[src/rtl/dmem_arbiter_pkg.sv]
// Shared definitions for the data-memory arbiter.
//   DMEM_ADDR_W / DMEM_DATA_W : default RAM word-address and data widths
//   arb_state_t               : 2-bit arbiter FSM state
//   cnt_width()               : wait-counter width for a given MAX_WAIT (never 0)
package dmem_arbiter_pkg;

  localparam int unsigned DMEM_ADDR_W = 10;
  localparam int unsigned DMEM_DATA_W = 32;

  typedef enum logic [1:0] {
    GRANT_PIPE = 2'd0,
    DBG_ACCESS = 2'd1,
    DBG_RESP   = 2'd2,
    DBG_ACK    = 2'd3
  } arb_state_t;

  // MAX_WAIT=0 would give a zero-width counter; keep one bit that simply stays 0.
  function automatic int unsigned cnt_width(input int unsigned max_wait);
    return (max_wait == 0) ? 1 : $clog2(max_wait + 1);
  endfunction

endpackage

[src/rtl/dmem_arbiter_if.sv]
// Debug / program-loader request bus into the data-memory arbiter.
//   dbg_req   : request, held with dbg_we/dbg_addr/dbg_wdata stable until dbg_ack
//   dbg_we    : 1 = write, 0 = read
//   dbg_addr  : RAM word address
//   dbg_wdata : write data
//   dbg_ack   : one-cycle completion pulse
//   dbg_rdata : read data, valid with dbg_ack and held until the next debug read completes
// master = debugger side, slave = arbiter side.
interface dmem_arbiter_if
  import dmem_arbiter_pkg::*;
#(
  parameter int unsigned ADDR_W = DMEM_ADDR_W,
  parameter int unsigned DATA_W = DMEM_DATA_W
);

  logic              dbg_req;
  logic              dbg_we;
  logic [ADDR_W-1:0] dbg_addr;
  logic [DATA_W-1:0] dbg_wdata;
  logic              dbg_ack;
  logic [DATA_W-1:0] dbg_rdata;

  modport master (
    output dbg_req, dbg_we, dbg_addr, dbg_wdata,
    input  dbg_ack, dbg_rdata
  );

  modport slave (
    input  dbg_req, dbg_we, dbg_addr, dbg_wdata,
    output dbg_ack, dbg_rdata
  );

endinterface

[src/rtl/dmem_arbiter_sat_counter.sv]
// Saturating up-counter used to bound how long a debug request waits.
//   clock, resetn : clock and asynchronous active-low reset
//   inc           : count up by one, stops at LIMIT
//   clr           : synchronous clear, wins over inc
//   count         : current value
module dmem_arbiter_sat_counter #(
  parameter int unsigned WIDTH = 3,
  parameter int unsigned LIMIT = 4
) (
  input  logic             clock,
  input  logic             resetn,
  input  logic             inc,
  input  logic             clr,
  output logic [WIDTH-1:0] count
);

  localparam logic [WIDTH-1:0] LIM = WIDTH'(LIMIT);

  always_ff @(posedge clock or negedge resetn) begin
    if (!resetn) begin
      count <= '0;
    end else if (clr) begin
      count <= '0;
    end else if (inc && (count != LIM)) begin
      count <= count + WIDTH'(1);
    end
  end

endmodule

[src/rtl/dmem_arbiter.sv]
// Shares a single-port synchronous data RAM (1-cycle read latency) between the
// pipeline MEM stage and a debug/program-loader port.
//   clock, resetn       : clock, asynchronous active-low reset
//   pipe_addr/wdata     : MEM-stage address and store data
//   pipe_rden/wren      : MEM-stage read/write enables
//   pipe_rdata          : load data, valid the cycle after pipe_rden
//   pipe_stall          : freeze pipeline; MEM access this cycle is dropped and replayed
//   dbg                 : debug request bus (slave side)
//   ram_address/data    : to RAM address/data
//   ram_rden/wren       : to RAM enables (forced low while resetn=0)
//   ram_q               : RAM read data
// Pipeline accesses pass straight through. A debug access steals one RAM
// cycle (DBG_ACCESS, the only stalled cycle); a pipeline load issued just
// before it is captured so pipe_rdata stays valid through DBG_RESP. A pending
// debug request is granted when the pipeline is idle or after MAX_WAIT
// consecutive busy cycles.
module dmem_arbiter
  import dmem_arbiter_pkg::*;
#(
  parameter int unsigned ADDR_W   = DMEM_ADDR_W,
  parameter int unsigned DATA_W   = DMEM_DATA_W,
  parameter int unsigned MAX_WAIT = 4
) (
  input  logic              clock,
  input  logic              resetn,
  input  logic [ADDR_W-1:0] pipe_addr,
  input  logic [DATA_W-1:0] pipe_wdata,
  input  logic              pipe_rden,
  input  logic              pipe_wren,
  output logic [DATA_W-1:0] pipe_rdata,
  output logic              pipe_stall,
  dmem_arbiter_if.slave     dbg,
  output logic [ADDR_W-1:0] ram_address,
  output logic [DATA_W-1:0] ram_data,
  output logic              ram_rden,
  output logic              ram_wren,
  input  logic [DATA_W-1:0] ram_q
);

  localparam int unsigned CW = cnt_width(MAX_WAIT);

  arb_state_t        state;
  logic [CW-1:0]     wait_cnt;
  logic              in_grant;
  logic              sel_dbg;
  logic              pipe_active;
  logic              at_limit;
  logic              go;
  logic              wait_inc;
  logic              wait_clr;
  logic              pipe_rd_q;
  logic              hold_valid;
  logic [DATA_W-1:0] hold;
  logic              ack_q;
  logic [DATA_W-1:0] rdata_q;

  assign in_grant    = (state == GRANT_PIPE);
  assign sel_dbg     = (state == DBG_ACCESS);
  assign pipe_active = pipe_rden | pipe_wren;
  assign at_limit    = (wait_cnt == CW'(MAX_WAIT));
  assign go          = in_grant & dbg.dbg_req & (~pipe_active | at_limit);

  // Counter only moves in GRANT_PIPE; it is already clear when the FSM returns there.
  assign wait_inc = in_grant & dbg.dbg_req & pipe_active & ~go;
  assign wait_clr = in_grant & (go | ~dbg.dbg_req);

  dmem_arbiter_sat_counter #(
    .WIDTH (CW),
    .LIMIT (MAX_WAIT)
  ) u_wait_cnt (
    .clock  (clock),
    .resetn (resetn),
    .inc    (wait_inc),
    .clr    (wait_clr),
    .count  (wait_cnt)
  );

  // RAM port mux; enables gated by resetn so a reset mid-access cannot write.
  always_comb begin
    ram_address = pipe_addr;
    ram_data    = pipe_wdata;
    ram_wren    = pipe_wren;
    ram_rden    = pipe_rden;
    if (sel_dbg) begin
      ram_address = dbg.dbg_addr;
      ram_data    = dbg.dbg_wdata;
      ram_wren    = dbg.dbg_we;
      ram_rden    = ~dbg.dbg_we;
    end
    ram_wren = ram_wren & resetn;
    ram_rden = ram_rden & resetn;
  end

  // pipe_stall and dbg_ack are registered: each is set on the transition
  // into the state that owns it, so both are clean Moore outputs.
  always_ff @(posedge clock or negedge resetn) begin
    if (!resetn) begin
      state      <= GRANT_PIPE;
      pipe_stall <= 1'b0;
      ack_q      <= 1'b0;
      rdata_q    <= '0;
      pipe_rd_q  <= 1'b0;
      hold       <= '0;
      hold_valid <= 1'b0;
    end else begin
      pipe_rd_q  <= pipe_rden & ~sel_dbg;
      pipe_stall <= 1'b0;
      ack_q      <= 1'b0;
      case (state)
        GRANT_PIPE: begin
          if (go) begin
            state      <= DBG_ACCESS;
            pipe_stall <= 1'b1;
          end
        end
        DBG_ACCESS: begin
          state <= DBG_RESP;
          // ram_q still carries the pipeline load issued in the previous cycle.
          if (pipe_rd_q) begin
            hold       <= ram_q;
            hold_valid <= 1'b1;
          end
        end
        DBG_RESP: begin
          state      <= DBG_ACK;
          ack_q      <= 1'b1;
          hold_valid <= 1'b0;
          if (!dbg.dbg_we) begin
            rdata_q <= ram_q;
          end
        end
        DBG_ACK: begin
          state <= GRANT_PIPE;
        end
        default: begin
          state <= GRANT_PIPE;
        end
      endcase
    end
  end

  assign pipe_rdata    = hold_valid ? hold : ram_q;
  assign dbg.dbg_ack   = ack_q;
  assign dbg.dbg_rdata = rdata_q;

endmodule
[src/flat_wrapper.sv]
// flat-port wrapper written by rule: the top's interface ports become plain ports
module dmem_arbiter_flat import dmem_arbiter_pkg::*;
#(
  parameter int unsigned ADDR_W   = DMEM_ADDR_W,
  parameter int unsigned DATA_W   = DMEM_DATA_W,
  parameter int unsigned MAX_WAIT = 4
)
  (clock, resetn, pipe_addr, pipe_wdata, pipe_rden, pipe_wren, pipe_rdata, pipe_stall, ram_address, ram_data, ram_rden, ram_wren, ram_q, dbg_dbg_req, dbg_dbg_we, dbg_dbg_addr, dbg_dbg_wdata, dbg_dbg_ack, dbg_dbg_rdata);
  dmem_arbiter_if #(.ADDR_W(ADDR_W), .DATA_W(DATA_W)) dbg_i ();
  input  logic clock;
  input  logic resetn;
  input  logic [ADDR_W-1:0] pipe_addr;
  input  logic [DATA_W-1:0] pipe_wdata;
  input  logic pipe_rden;
  input  logic pipe_wren;
  output logic [DATA_W-1:0] pipe_rdata;
  output logic pipe_stall;
  output logic [ADDR_W-1:0] ram_address;
  output logic [DATA_W-1:0] ram_data;
  output logic ram_rden;
  output logic ram_wren;
  input  logic [DATA_W-1:0] ram_q;
  input wire logic [$bits(dbg_i.dbg_req)-1:0] dbg_dbg_req;
  input wire logic [$bits(dbg_i.dbg_we)-1:0] dbg_dbg_we;
  input wire logic [$bits(dbg_i.dbg_addr)-1:0] dbg_dbg_addr;
  input wire logic [$bits(dbg_i.dbg_wdata)-1:0] dbg_dbg_wdata;
  output wire logic [$bits(dbg_i.dbg_ack)-1:0] dbg_dbg_ack;
  output wire logic [$bits(dbg_i.dbg_rdata)-1:0] dbg_dbg_rdata;
  assign dbg_i.dbg_req = dbg_dbg_req;
  assign dbg_i.dbg_we = dbg_dbg_we;
  assign dbg_i.dbg_addr = dbg_dbg_addr;
  assign dbg_i.dbg_wdata = dbg_dbg_wdata;
  assign dbg_dbg_ack = dbg_i.dbg_ack;
  assign dbg_dbg_rdata = dbg_i.dbg_rdata;
  dmem_arbiter #(.ADDR_W(ADDR_W), .DATA_W(DATA_W), .MAX_WAIT(MAX_WAIT)) u_core (.clock(clock), .resetn(resetn), .pipe_addr(pipe_addr), .pipe_wdata(pipe_wdata), .pipe_rden(pipe_rden), .pipe_wren(pipe_wren), .pipe_rdata(pipe_rdata), .pipe_stall(pipe_stall), .dbg(dbg_i), .ram_address(ram_address), .ram_data(ram_data), .ram_rden(ram_rden), .ram_wren(ram_wren), .ram_q(ram_q));
endmodule
[config.mk]
export PLATFORM = sky130hd
export DESIGN_NAME = dmem_arbiter_flat
export DESIGN_NICKNAME = d
export VERILOG_FILES = /design/src/rtl/dmem_arbiter_pkg.sv /design/src/rtl/dmem_arbiter_if.sv /design/src/rtl/dmem_arbiter_sat_counter.sv /design/src/rtl/dmem_arbiter.sv /design/src/flat_wrapper.sv
export SDC_FILE = /design/constraint.sdc
export NUM_CORES = 1
export LEC_CHECK = 0
export BUFFER_PORTS_ARGS = -buffer_cell sky130_fd_sc_hd__buf_2
export CAP_MARGIN = 20
export CORE_AREA = 2 2 128 130
export DETAILED_ROUTE_END_ITERATION = 8
export DIE_AREA = 0 0 130 132
export HOLD_SLACK_MARGIN = 0.06
export MAX_ROUTING_LAYER = met4
export PLACE_DENSITY = 0.5
export SLEW_MARGIN = 20
export SYNTH_ARGS = -nofsm -noshare
export SYNTH_HDL_FRONTEND = slang
export SYNTH_SLANG_ARGS = --single-unit
[constraint.sdc]
create_clock -name clock -period 4.8 [get_ports clock]
set_clock_uncertainty 0.1 [all_clocks]
set_input_delay 0.48 -clock clock [delete_from_list [all_inputs] [get_ports clock]]
set_output_delay 0.48 -clock clock [all_outputs]
set_load 0.03 [all_outputs]
==> results of run 1 <==
## sequential cells by signal, indices dropped and copies added, names as in the netlist
signal / flops
u_core.dbg.dbg_rdata: 32
u_core.dbg.dbg_ack: 1
u_core.pipe_stall: 1
u_core.state: 2
u_core.pipe_rd_q: 1
u_core.u_wait_cnt.count: 3
u_core.hold: 32
u_core.hold_valid: 1
## critical path, stage by stage (launching register included)
cell,delay (ns)
dfrtp_1,0.39
inv_1,0.11
ha_2,0.92
mux2_2,0.46
buf_2,0.19
## kinds of logic after synthesis
logic type      share of synthesized area [%]
compound gates                           1.76
xor+xnor                                0.224
fa+ha+maj                                1.92
buf+inv                                  4.29
flops                                    46.8
mux                                      43.7
simple gates                             1.28
## worst max-delay path by stage
stage / cells past startpoint / end / slack (ns)
5_1_grt: 4 / u_core.hold[20] / 1.51
2_1_floorplan: 6 / ram_rden / 2.69
3_5_place_dp: 4 / u_core.hold[27] / 1.75
4_1_cts: 4 / u_core.hold[24] / 1.75
3_3_place_gp: 4 / u_core.hold[2] / 1.90
6_report: 4 / ram_data[9] / 1.78
## cell usage in the layout, fill, tap and decap left out, drive strengths merged, types with 2 or more instances in the layout
master / synthesis / layout
buf: 16 / 233
mux2: 139 / 139
dfrtp: 73 / 73
clkbuf: 1 / 9
inv: 6 / 6
ha: 6 / 6
nand2: 4 / 4
clkinv: 0 / 4
mux2i: 3 / 3
a31oi: 3 / 3
o21ai: 3 / 3
nor2b: 2 / 2
bufinv: 0 / 2
## per-layer routing
metal  GRT usage (%)  vias up
met5               -        -
met4            4.36        0
met2            20.5       89
met1            17.7     1481
met3            3.00       15
li1                -     1403
## final cells by class
| type | instances | share of cell area (%) |
|---|---|---|
| Tap cell | 216 | 4.89 |
| Inverter | 6 | 0.407 |
| Sequential cell | 73 | 33.0 |
| Clock buffer | 9 | 4.07 |
| Multi-Input combinational cell | 169 | 34.7 |
| Timing Repair Buffer | 234 | 21.4 |
| Clock inverter | 6 | 1.52 |
## power breakdown
group / total (mW) / switching, mW / leakage [nW] / internal, mW
registers: 1.14 / 0.207 / 0.861 / 0.930
clock network: 0.708 / 0.258 / 0.155 / 0.450
logic: 2.29 / 1.34 / 1.76 / 0.948
==> impl_metrics.prom, run 1 <==
# TYPE chip_impl_metric gauge
chip_impl_metric{name="clock.fmax",unit="GHz"} 0.332
chip_impl_metric{name="timing.max_cap.violations",unit=""} 0
chip_impl_metric{name="hold-path-cell-count",unit=""} 2
chip_impl_metric{name="dr_drc_count",unit=""} 0
chip_impl_metric{name="syn_to_final_growth",unit="%"} 41.7
chip_impl_metric{name="area.sequential",unit="um^2"} 1830
chip_impl_info{name="ctsRootBufferMaster",value="clkbuf_16"} 1
chip_impl_metric{name="post_synthesis_register_bit_count",unit=""} 73
chip_impl_metric{name="post_layout_nonfiller_instances",unit=""} 713
chip_impl_metric{name="num_rows",unit=""} 46
chip_impl_metric{name="ys_warn_count",unit=""} 0
chip_impl_metric{name="met3_length",unit="um"} 505
chip_impl_metric{name="syn-cell-area",unit="um^2"} 3900
chip_impl_metric{name="drive_gt1_share",unit="%"} 72.6
chip_impl_metric{name="nFillCells",unit=""} 1592
chip_impl_metric{name="dr_total_vias",unit=""} 2988
chip_impl_metric{name="multiInputGateArea",unit="um^2"} 1920
chip_impl_metric{name="min_period_over_period",unit="%"} 62.8
chip_impl_metric{name="grt_overflow_total",unit=""} 0
chip_impl_metric{name="timing.reg2reg.setup_slack",unit="ns"} 1.79
chip_impl_metric{name="cts_hold_buffers",unit=""} 1
chip_impl_metric{name="critPathArrivalTime",unit="ns"} 2.44
chip_impl_metric{name="clock_tree.buffer_depth",unit=""} 2
chip_impl_metric{name="cts_num_sinks",unit=""} 73
chip_impl_metric{name="period_needed",unit="ns"} 3.02
chip_impl_metric{name="place_ws",unit="ns"} 1.75
chip_impl_metric{name="leakage_power",unit="nW"} 2.78
chip_impl_metric{name="placedCellCount",unit=""} 697
chip_impl_metric{name="latest_clock_arrival_within_the_worst_skew_pair",unit="ns"} 0.34
chip_impl_metric{name="post_cts_resized",unit=""} 0
chip_impl_metric{name="met1Wirelength",unit="um"} 5210
chip_impl_info{name="min_from",value="ram_q[31]"} 1
chip_impl_metric{name="tritoncts.num_buffers",unit=""} 9
chip_impl_metric{name="placedInstanceArea",unit="um^2"} 5210
chip_impl_metric{name="antennaDiodeCount",unit=""} 0
chip_impl_metric{name="cp_data_required_time",unit="ns"} 4.22
chip_impl_metric{name="grt_antenna_before_repair",unit=""} 0
chip_impl_metric{name="synth-async-reset-ratio",unit="%"} 100
chip_impl_info{name="netlist.top_cell.by_area",value="dfrtp_1"} 1
chip_impl_metric{name="count_of_mapped_cells_out_of_synthesis",unit=""} 265
chip_impl_metric{name="worst-slew-pin-transition",unit="ns"} 1.09
chip_impl_info{name="worst_r2r_startpoint",value="u_core.state[1]"} 1
chip_impl_metric{name="drt-pass1-iter-count",unit=""} 4
chip_impl_metric{name="grt_pass1_wl",unit="um"} 17400
chip_impl_metric{name="power.density",unit="nW/um^2"} 747
chip_impl_metric{name="number_of_enable_flip_flop_cells_after_synthesis",unit=""} 0
chip_impl_metric{name="die_y",unit="um"} 132
chip_impl_metric{name="floorplan.core_area",unit="um^2"} 15700
chip_impl_metric{name="post-dp-hpwl",unit="um"} 8430
chip_impl_metric{name="peakVddDrop",unit="V"} 0.000287
chip_impl_metric{name="cts_setup_buffers",unit=""} 0
chip_impl_metric{name="timing.final.max_slew_violations",unit=""} 0
chip_impl_metric{name="power.total",unit="mW"} 4.13
chip_impl_metric{name="ant_nets",unit=""} 0
chip_impl_metric{name="detail_route.wirelength",unit="um"} 11200
chip_impl_info{name="worstSetupEndpointType",value="output port"} 1
chip_impl_info{name="run_status",value="completed"} 1
chip_impl_info{name="yosysMostFrequentCell",value="mux2_2"} 1
chip_impl_info{name="timing.rr.end",value="u_core.hold[19]"} 1
chip_impl_metric{name="drt-vias-per-instance",unit=""} 4.19
chip_impl_metric{name="io_pins",unit=""} 232
chip_impl_metric{name="final_core_utilization",unit="%"} 35.2
chip_impl_metric{name="fin_tns_setup",unit="ns"} 0
chip_impl_info{name="end_point_of_the_most_critical_hold_path",value="u_core.hold[31]"} 1
chip_impl_metric{name="postLayoutCellArea",unit="um^2"} 5530
chip_impl_metric{name="slew_headroom",unit="%"} 27.6
chip_impl_metric{name="buffer_ports.inserted",unit=""} 231
chip_impl_info{name="ys.flop_type",value="dfrtp_1"} 1
chip_impl_metric{name="initial_core_util",unit="%"} 24.9
chip_impl_info{name="cts_tree",value="built"} 1
chip_impl_metric{name="wl_met2",unit="um"} 5300
chip_impl_metric{name="fp.dieArea",unit="um^2"} 17200
chip_impl_metric{name="postSynthAreaPerCell",unit="um^2"} 14.7
chip_impl_metric{name="grt_max_degree",unit=""} 49
chip_impl_metric{name="worst-r2r-cell-count",unit=""} 4
chip_impl_info{name="synth_common_cells",value="78 x mux2_2, 73 x dfrtp_1, 31 x mux2_1"} 1
chip_impl_info{name="route.top_layer_used",value="met4"} 1
chip_impl_metric{name="htreeDepth",unit=""} 3
chip_impl_metric{name="post-route-worst-setup-slack",unit="ns"} 1.78
chip_impl_info{name="rsz0062_at_grt",value="no"} 1
chip_impl_info{name="startpoint",value="u_core.state[1]"} 1
chip_impl_info{name="synth.top_cells.by_area",value="dfrtp_1 47%, mux2_2 22%, mux2_4 12%"} 1
chip_impl_info{name="setup.worst_path.start_class",value="flip-flop"} 1
chip_impl_info{name="worst_hold_path_type",value="in -> reg"} 1
chip_impl_metric{name="gpl.final_weighted_congestion",unit=""} 0.872
chip_impl_metric{name="yosys.area.top_type_share",unit="%"} 46.8
chip_impl_metric{name="die_w",unit="um"} 130
chip_impl_metric{name="grt.total_usage",unit="%"} 13.4
chip_impl_metric{name="grt_pass1_vias",unit=""} 3191
chip_impl_metric{name="design.final.nets",unit=""} 621
chip_impl_metric{name="routed_wire_length_per_instance",unit="um"} 15.7
chip_impl_metric{name="yosysSeqAreaShare",unit="%"} 46.8
chip_impl_metric{name="netlist-cell-type-count",unit=""} 26
chip_impl_metric{name="report.final.hold_viol_count",unit=""} 0
chip_impl_metric{name="worstPathMaxFanout",unit=""} 48
chip_impl_metric{name="hold_slack",unit="ns"} 0.282
chip_impl_info{name="criticalPathCategory",value="reg -> out"} 1
chip_impl_metric{name="cts.reportedPaths.clkPinSlew",unit="ns"} 0.06
chip_impl_metric{name="drt_iter0_markers",unit=""} 83
chip_impl_metric{name="syn-num-nets",unit=""} 393
chip_impl_metric{name="final-setup-viol-count",unit=""} 0
Note: power is estimated with default switching activity, not from simulation.
==> run 2: changes to the inputs <==
- PLACE_DENSITY: 0.5 -> 0.51
- clock period: 4.8 -> 2.7 ns (I/O delays scaled with it)
==> run 2 against run 1 <==
Worst setup slack got worse by 1.4 ns. Cell area increased by 2.2%. Die area unchanged. Clock power increased by 58%. First-iteration DRC count decreased by 8.4%. Critical endpoint is now ram_address[4]. Critical path type unchanged. Register-to-register slack got worse by 1.1 ns. Global-route usage increased by 0.36 points. Highest routed layer unchanged. Clock-buffer cell count increased by 2.
==> impl_metrics.prom, run 2 (synthesis gave the netlist of run 1 again) <==
# TYPE chip_impl_metric gauge
chip_impl_info{name="most_frequent_standard_cell_in_the_layout_excluding_fill_and_tap_cells",value="buf_2"} 1
chip_impl_info{name="worstSetupEndpointType",value="output port"} 1
chip_impl_metric{name="grt_antenna_before_repair",unit=""} 1
chip_impl_info{name="timing.critical_path.max_delay_family",value="buffers and inverters"} 1
chip_impl_metric{name="postLayoutCellArea",unit="um^2"} 5650
chip_impl_metric{name="floorplan.core_area",unit="um^2"} 15700
chip_impl_metric{name="die_w",unit="um"} 130
chip_impl_metric{name="worstPathMaxFanout",unit=""} 42
chip_impl_metric{name="max_stage_delay",unit="ns"} 0.39
chip_impl_metric{name="timing.max_cap.violations",unit=""} 0
chip_impl_metric{name="peakVddDrop",unit="V"} 0.000605
chip_impl_metric{name="cts_num_sinks",unit=""} 73
chip_impl_info{name="criticalPathCategory",value="reg -> out"} 1
chip_impl_metric{name="grt_max_degree",unit=""} 43
chip_impl_metric{name="detail_route.wirelength",unit="um"} 11200
chip_impl_metric{name="min_period_over_period",unit="%"} 86.9
chip_impl_info{name="rsz0062_at_grt",value="no"} 1
chip_impl_metric{name="syn_to_final_growth",unit="%"} 44.7
chip_impl_metric{name="power.density",unit="nW/um^2"} 1290
chip_impl_metric{name="dr_total_vias",unit=""} 3028
chip_impl_info{name="final_cell_mix",value="230 x buf_2, 78 x mux2_2, 73 x dfrtp_1, 31 x mux2_1, 30 x mux2_4"} 1
chip_impl_metric{name="initial_core_util",unit="%"} 24.9
chip_impl_info{name="crit_path_top_delay_cell",value="dfrtp_1"} 1
chip_impl_info{name="worst_hold_path_type",value="in -> reg"} 1
chip_impl_metric{name="die_y",unit="um"} 132
chip_impl_metric{name="dr_drc_count",unit=""} 0
chip_impl_info{name="cts_tree",value="built"} 1
chip_impl_metric{name="power.total",unit="mW"} 7.27
chip_impl_metric{name="clock_tree.buffer_depth",unit=""} 2
chip_impl_metric{name="num_rows",unit=""} 46
chip_impl_metric{name="critical_path.n_buffers_inverters",unit=""} 3
chip_impl_metric{name="gpl.final_weighted_congestion",unit=""} 0.937
chip_impl_metric{name="buffer_ports.inserted",unit=""} 231
chip_impl_info{name="cp_cell_sequence",value="inv_1 > ha_2 > buf_12 > mux2_2 > buf_2"} 1
chip_impl_metric{name="worst-slew-pin-transition",unit="ns"} 0.566
chip_impl_metric{name="grt.total_usage",unit="%"} 13.8
chip_impl_metric{name="drive_gt1_share",unit="%"} 71.8
chip_impl_metric{name="tritoncts.num_buffers",unit=""} 9
chip_impl_metric{name="cts.reportedPaths.clkPinSlew",unit="ns"} 0.06
chip_impl_metric{name="routed_wire_length_per_instance",unit="um"} 15.4
chip_impl_metric{name="slew_headroom",unit="%"} 62.3
chip_impl_metric{name="io_pins",unit=""} 232
chip_impl_metric{name="htreeDepth",unit=""} 3
chip_impl_metric{name="clock.fmax",unit="GHz"} 0.426
chip_impl_metric{name="design.final.nets",unit=""} 633
chip_impl_metric{name="grt_overflow_total",unit=""} 0
chip_impl_metric{name="report.final.hold_viol_count",unit=""} 0
chip_impl_metric{name="fin_tns_setup",unit="ns"} 0
chip_impl_metric{name="drt_iter0_markers",unit=""} 76
chip_impl_metric{name="grt_pass1_wl",unit="um"} 17800
chip_impl_metric{name="fp.dieArea",unit="um^2"} 17200
chip_impl_metric{name="post_layout_nonfiller_instances",unit=""} 727
chip_impl_metric{name="critPathArrivalTime",unit="ns"} 1.98
chip_impl_info{name="ctsRootBufferMaster",value="clkbuf_16"} 1
chip_impl_info{name="setup.worst_path.start_class",value="flip-flop"} 1
chip_impl_metric{name="grt_pass1_vias",unit=""} 3282
chip_impl_metric{name="cp_data_required_time",unit="ns"} 2.33
chip_impl_metric{name="drt-vias-per-instance",unit=""} 4.17
chip_impl_metric{name="drt-pass1-iter-count",unit=""} 4
chip_impl_metric{name="nFillCells",unit=""} 1612
chip_impl_metric{name="leakage_power",unit="nW"} 2.83
chip_impl_info{name="run_status",value="completed"} 1
chip_impl_metric{name="period_needed",unit="ns"} 2.35
chip_impl_metric{name="placedInstanceArea",unit="um^2"} 5290
chip_impl_metric{name="final-setup-viol-count",unit=""} 0
chip_impl_metric{name="latest_clock_arrival_within_the_worst_skew_pair",unit="ns"} 0.33
chip_impl_metric{name="placedCellCount",unit=""} 702
chip_impl_metric{name="cts_setup_buffers",unit=""} 0
chip_impl_metric{name="timing.final.max_slew_violations",unit=""} 0
chip_impl_metric{name="ant_nets",unit=""} 0
chip_impl_metric{name="post-dp-hpwl",unit="um"} 8780
-- run 2: final cells by class --
cell class	instances	area, um^2	share of cell area (%)
Tap cell	216	270	4.78
Inverter	6	22.5	0.398
Multi-Input combinational cell	169	1920	33.9
Clock buffer	11	253	4.47
Sequential cell	73	1830	32.3
Clock inverter	5	30.0	0.531
Antenna cell	1	2.50	0.0443
Timing Repair Buffer	246	1330	23.5
-- run 2: stage by stage --
| step | setup WS [ns] | hold WS (ns) | util [%] |
|---|---|---|---|
| 2_1_floorplan | 0.798 | -0.126 | - |
| 3_3_place_gp | 0.718 | 0.0609 | 33.6 |
| 4_1_cts | 0.338 | 0.0619 | 36.0 |
| 5_1_grt | 0.264 | 0.0694 | 36.0 |
| 6_report | 0.354 | 0.0827 | 36.0 |
| 3_5_place_dp | 0.653 | 0.0576 | 33.6 |
-- run 2: power by group --
part	internal, mW	total, mW	switching, mW
combinational	1.75	4.22	2.47
clock	0.666	1.12	0.450
sequential	1.65	1.93	0.280
-- run 2: repair_timing --
action	in CTS	in global routing
gates resized for setup	0	0
endpoints found under the hold margin	21	0
hold buffers	8	0
-- run 2: routing by layer --
layer  wire length [um]  vias to the layer above  part of all wire [%]  global-route usage [%]
met5                  0                        -                     0                       -
met3                753                       15                   6.7                    4.02
li1                   -                     1432                     -                       -
met2               5450                       93                    49                    21.2
met1               4840                     1488                    43                    17.3
met4                173                        0                   1.5                    4.60
-- run 2: final timing paths --
| path | cells past startpoint | from | slack (ns) | end |
|---|---|---|---|---|
| min | 2 | ram_q[17] | 0.08 | u_core.hold[17] |
| max in group asynchronous | 3 | resetn | 1.54 | u_core.dbg.dbg_rdata[5] |
| min in group asynchronous | 2 | resetn | 0.26 | u_core.hold[10] |
| max reg2reg | 5 | u_core.state[0] | 0.69 | u_core.dbg.dbg_rdata[0] |
| min reg2reg | 1 | u_core.hold[23] | 0.38 | u_core.hold[23] |
| max | 5 | u_core.state[1] | 0.35 | ram_address[4] |
==> run 3: changes to the inputs <==
- REMOVE_ABC_BUFFERS: unset -> 1
- clock period: 2.7 -> 2.1 ns (I/O delays scaled with it)
==> run 3 against run 2 <==
Critical path depth increased by 1. Non-clock buffer count rose by 31. Die area stayed put. Worst hold slack improved by 0.048 ns. Cell area grew 8.0%. Worst setup slack worse by 0.32 ns. Register-to-register slack got worse by 0.41 ns. Power rose by 36%. Clock power rose by 40%. Critical path type unchanged. Critical endpoint is now ram_data[24]. Largest cell class unchanged.
==> impl_metrics.prom, run 3 (synthesis gave the netlist of run 1 again) <==
# TYPE chip_impl_metric gauge
chip_impl_metric{name="worstPathMaxFanout",unit=""} 5
chip_impl_metric{name="report.final.hold_viol_count",unit=""} 0
chip_impl_info{name="ctsRootBufferMaster",value="clkbuf_16"} 1
chip_impl_metric{name="drt_iter0_markers",unit=""} 71
chip_impl_metric{name="post-dp-hpwl",unit="um"} 8350
chip_impl_info{name="worstSetupEndpointType",value="output port"} 1
chip_impl_metric{name="num_rows",unit=""} 46
chip_impl_info{name="setup.worst_path.start_class",value="flip-flop"} 1
chip_impl_metric{name="cts.reportedPaths.clkPinSlew",unit="ns"} 0.06
chip_impl_metric{name="share_clk_of_total_power",unit="%"} 15.9
chip_impl_metric{name="grt_max_degree",unit=""} 73
chip_impl_metric{name="final-setup-viol-count",unit=""} 0
chip_impl_metric{name="die_w",unit="um"} 130
chip_impl_metric{name="nFillCells",unit=""} 1563
chip_impl_metric{name="syn_to_final_growth",unit="%"} 56.3
chip_impl_metric{name="clock.fmax",unit="GHz"} 0.484
chip_impl_metric{name="cell_internal_pwr",unit="mW"} 5.64
chip_impl_metric{name="combinational_fraction_of_design_power",unit="%"} 58.9
chip_impl_metric{name="grt_pass1_wl",unit="um"} 17500
chip_impl_metric{name="drt-pass1-iter-count",unit=""} 4
chip_impl_metric{name="fin_tns_setup",unit="ns"} 0
chip_impl_metric{name="slew_headroom",unit="%"} 38.6
chip_impl_metric{name="peakVddDrop",unit="V"} 0.000747
chip_impl_metric{name="postLayoutCellArea",unit="um^2"} 6100
chip_impl_metric{name="die_y",unit="um"} 132
chip_impl_info{name="cts_tree",value="built"} 1
chip_impl_metric{name="place_ws",unit="ns"} 0.155
chip_impl_info{name="final_cell_mix",value="216 x buf_2, 78 x mux2_2, 73 x dfrtp_1, 35 x dlygate4sd3_1, 31 x mux2_1"} 1
chip_impl_metric{name="met1Wirelength",unit="um"} 4810
chip_impl_metric{name="post-route-worst-setup-slack",unit="ns"} 0.0333
chip_impl_info{name="rsz0062_at_grt",value="yes"} 1
chip_impl_metric{name="buffer_ports.inserted",unit=""} 231
chip_impl_metric{name="htreeDepth",unit=""} 3
chip_impl_metric{name="hold_slack",unit="ns"} 0.130
chip_impl_metric{name="dr_total_vias",unit=""} 3163
chip_impl_metric{name="period_needed",unit="ns"} 2.07
chip_impl_info{name="route.top_layer_used",value="met4"} 1
chip_impl_metric{name="post_layout_nonfiller_instances",unit=""} 758
chip_impl_metric{name="initial_core_util",unit="%"} 24.9
chip_impl_metric{name="grt_antenna_before_repair",unit=""} 1
chip_impl_metric{name="worst-slew-pin-transition",unit="ns"} 0.921
chip_impl_metric{name="critPathArrivalTime",unit="ns"} 1.76
chip_impl_info{name="worst_hold_path_type",value="in -> async"} 1
chip_impl_info{name="criticalPathCategory",value="reg -> out"} 1
chip_impl_metric{name="io_pins",unit=""} 232
chip_impl_metric{name="timing.max_cap.violations",unit=""} 0
chip_impl_metric{name="drt-vias-per-instance",unit=""} 4.17
chip_impl_info{name="run_status",value="completed"} 1
chip_impl_metric{name="tritoncts.num_buffers",unit=""} 9
chip_impl_metric{name="clock_tree.buffer_depth",unit=""} 2
chip_impl_metric{name="min_period_over_period",unit="%"} 98.4
chip_impl_metric{name="placedCellCount",unit=""} 700
chip_impl_metric{name="timing.final.max_slew_violations",unit=""} 0
chip_impl_metric{name="gpl.final_weighted_congestion",unit=""} 0.858
chip_impl_metric{name="latest_clock_arrival_within_the_worst_skew_pair",unit="ns"} 0.33
chip_impl_metric{name="grt_pass1_vias",unit=""} 3418
chip_impl_metric{name="floorplan.core_area",unit="um^2"} 15700
chip_impl_metric{name="wl_met2",unit="um"} 5940
chip_impl_metric{name="cts_num_sinks",unit=""} 73
chip_impl_metric{name="switching_share",unit="%"} 43.0
chip_impl_metric{name="placedInstanceArea",unit="um^2"} 5280
chip_impl_metric{name="leakage_power",unit="nW"} 3.02
chip_impl_metric{name="power_switching",unit="mW"} 4.26
chip_impl_metric{name="grt_overflow_total",unit=""} 0
chip_impl_metric{name="detail_route.wirelength",unit="um"} 11900
chip_impl_metric{name="seq_power_share",unit="%"} 25.2
chip_impl_metric{name="grt.total_usage",unit="%"} 13.6
chip_impl_metric{name="ant_nets",unit=""} 0
chip_impl_metric{name="power.density",unit="nW/um^2"} 1620
chip_impl_metric{name="drive_gt1_share",unit="%"} 68.2
chip_impl_metric{name="fp.dieArea",unit="um^2"} 17200
chip_impl_metric{name="routed_wire_length_per_instance",unit="um"} 15.7
chip_impl_metric{name="design.final.nets",unit=""} 664
chip_impl_info{name="most_frequent_standard_cell_in_the_layout_excluding_fill_and_tap_cells",value="buf_2"} 1
chip_impl_metric{name="cp_data_required_time",unit="ns"} 1.79
chip_impl_metric{name="met3_length",unit="um"} 956
chip_impl_metric{name="dr_drc_count",unit=""} 0
-- run 3: timing repair --
| item | in CTS | in global routing |
|---|---|---|
| endpoints found under the setup margin | 42 | 42 |
| resized for setup | 12 | 15 |
| hold buffers | 35 | 0 |
| endpoints found under the hold margin | 67 | 0 |
| setup buffers | 1 | 2 |
| pin swaps | 1 | 1 |
| cloned | 1 | 2 |
-- run 3: final cells by class --
cell class                 count  area (um^2)  area share (%)
inverter                       6         22.5           0.369
sequential                    73         1830            29.9
tap                          216          270            4.43
timing repair buffer         277         1750            28.7
clock buffer                  12          256            4.20
clock inverter                 4         51.3           0.840
multi-input combinational    169         1930            31.5
antenna                        1         2.50          0.0410
-- run 3: final timing paths --
kind / from / endpoint / slack [ns] / cells past startpoint
max: u_core.state[1] / ram_data[24] / 0.03 / 6
min: resetn / u_core.pipe_rd_q / 0.13 / 2
max reg2reg: u_core.state[1] / u_core.hold[30] / 0.28 / 7
min reg2reg: u_core.hold[10] / u_core.hold[10] / 0.39 / 1
max in group asynchronous: resetn / u_core.hold[13] / 0.69 / 3
min in group clock: pipe_wren / u_core.pipe_stall / 0.18 / 3
-- run 3: per-layer routing --
metal  GRT usage (%)  vias up
li1                -     1500
met3            4.22       14
met4            4.30        0
met5               -        -
met2            23.2      164
met1            15.1     1485
-- run 3: per-stage QoR --
step / power [mW] / util, %
2_1_floorplan: 6.44 / -
3_3_place_gp: 7.91 / 33.6
6_report: 9.90 / 38.9
4_1_cts: 9.86 / 38.2
3_5_place_dp: 8.01 / 33.6
5_1_grt: 10.5 / 38.9
-- run 3: power by group through the flow --
| stage | Combinational [mW] | Sequential [mW] | Clock [mW] |
|---|---|---|---|
| floorplan | 3.27 | 3.17 | 0 |
| global placement | 5.45 | 2.46 | 0 |
| detailed placement | 5.51 | 2.50 | 0 |
| CTS | 5.74 | 2.49 | 1.63 |
| global route | 6.20 | 2.58 | 1.69 |
| finish | 5.84 | 2.50 | 1.57 |
-- run 3: critical path, cell delays in order, from the launching register on --
cell	delay [ns]
dfrtp_1	0.40
inv_2	0.09
ha_4	0.16
buf_12	0.13
buf_6	0.14
mux2_2	0.33
buf_2	0.18
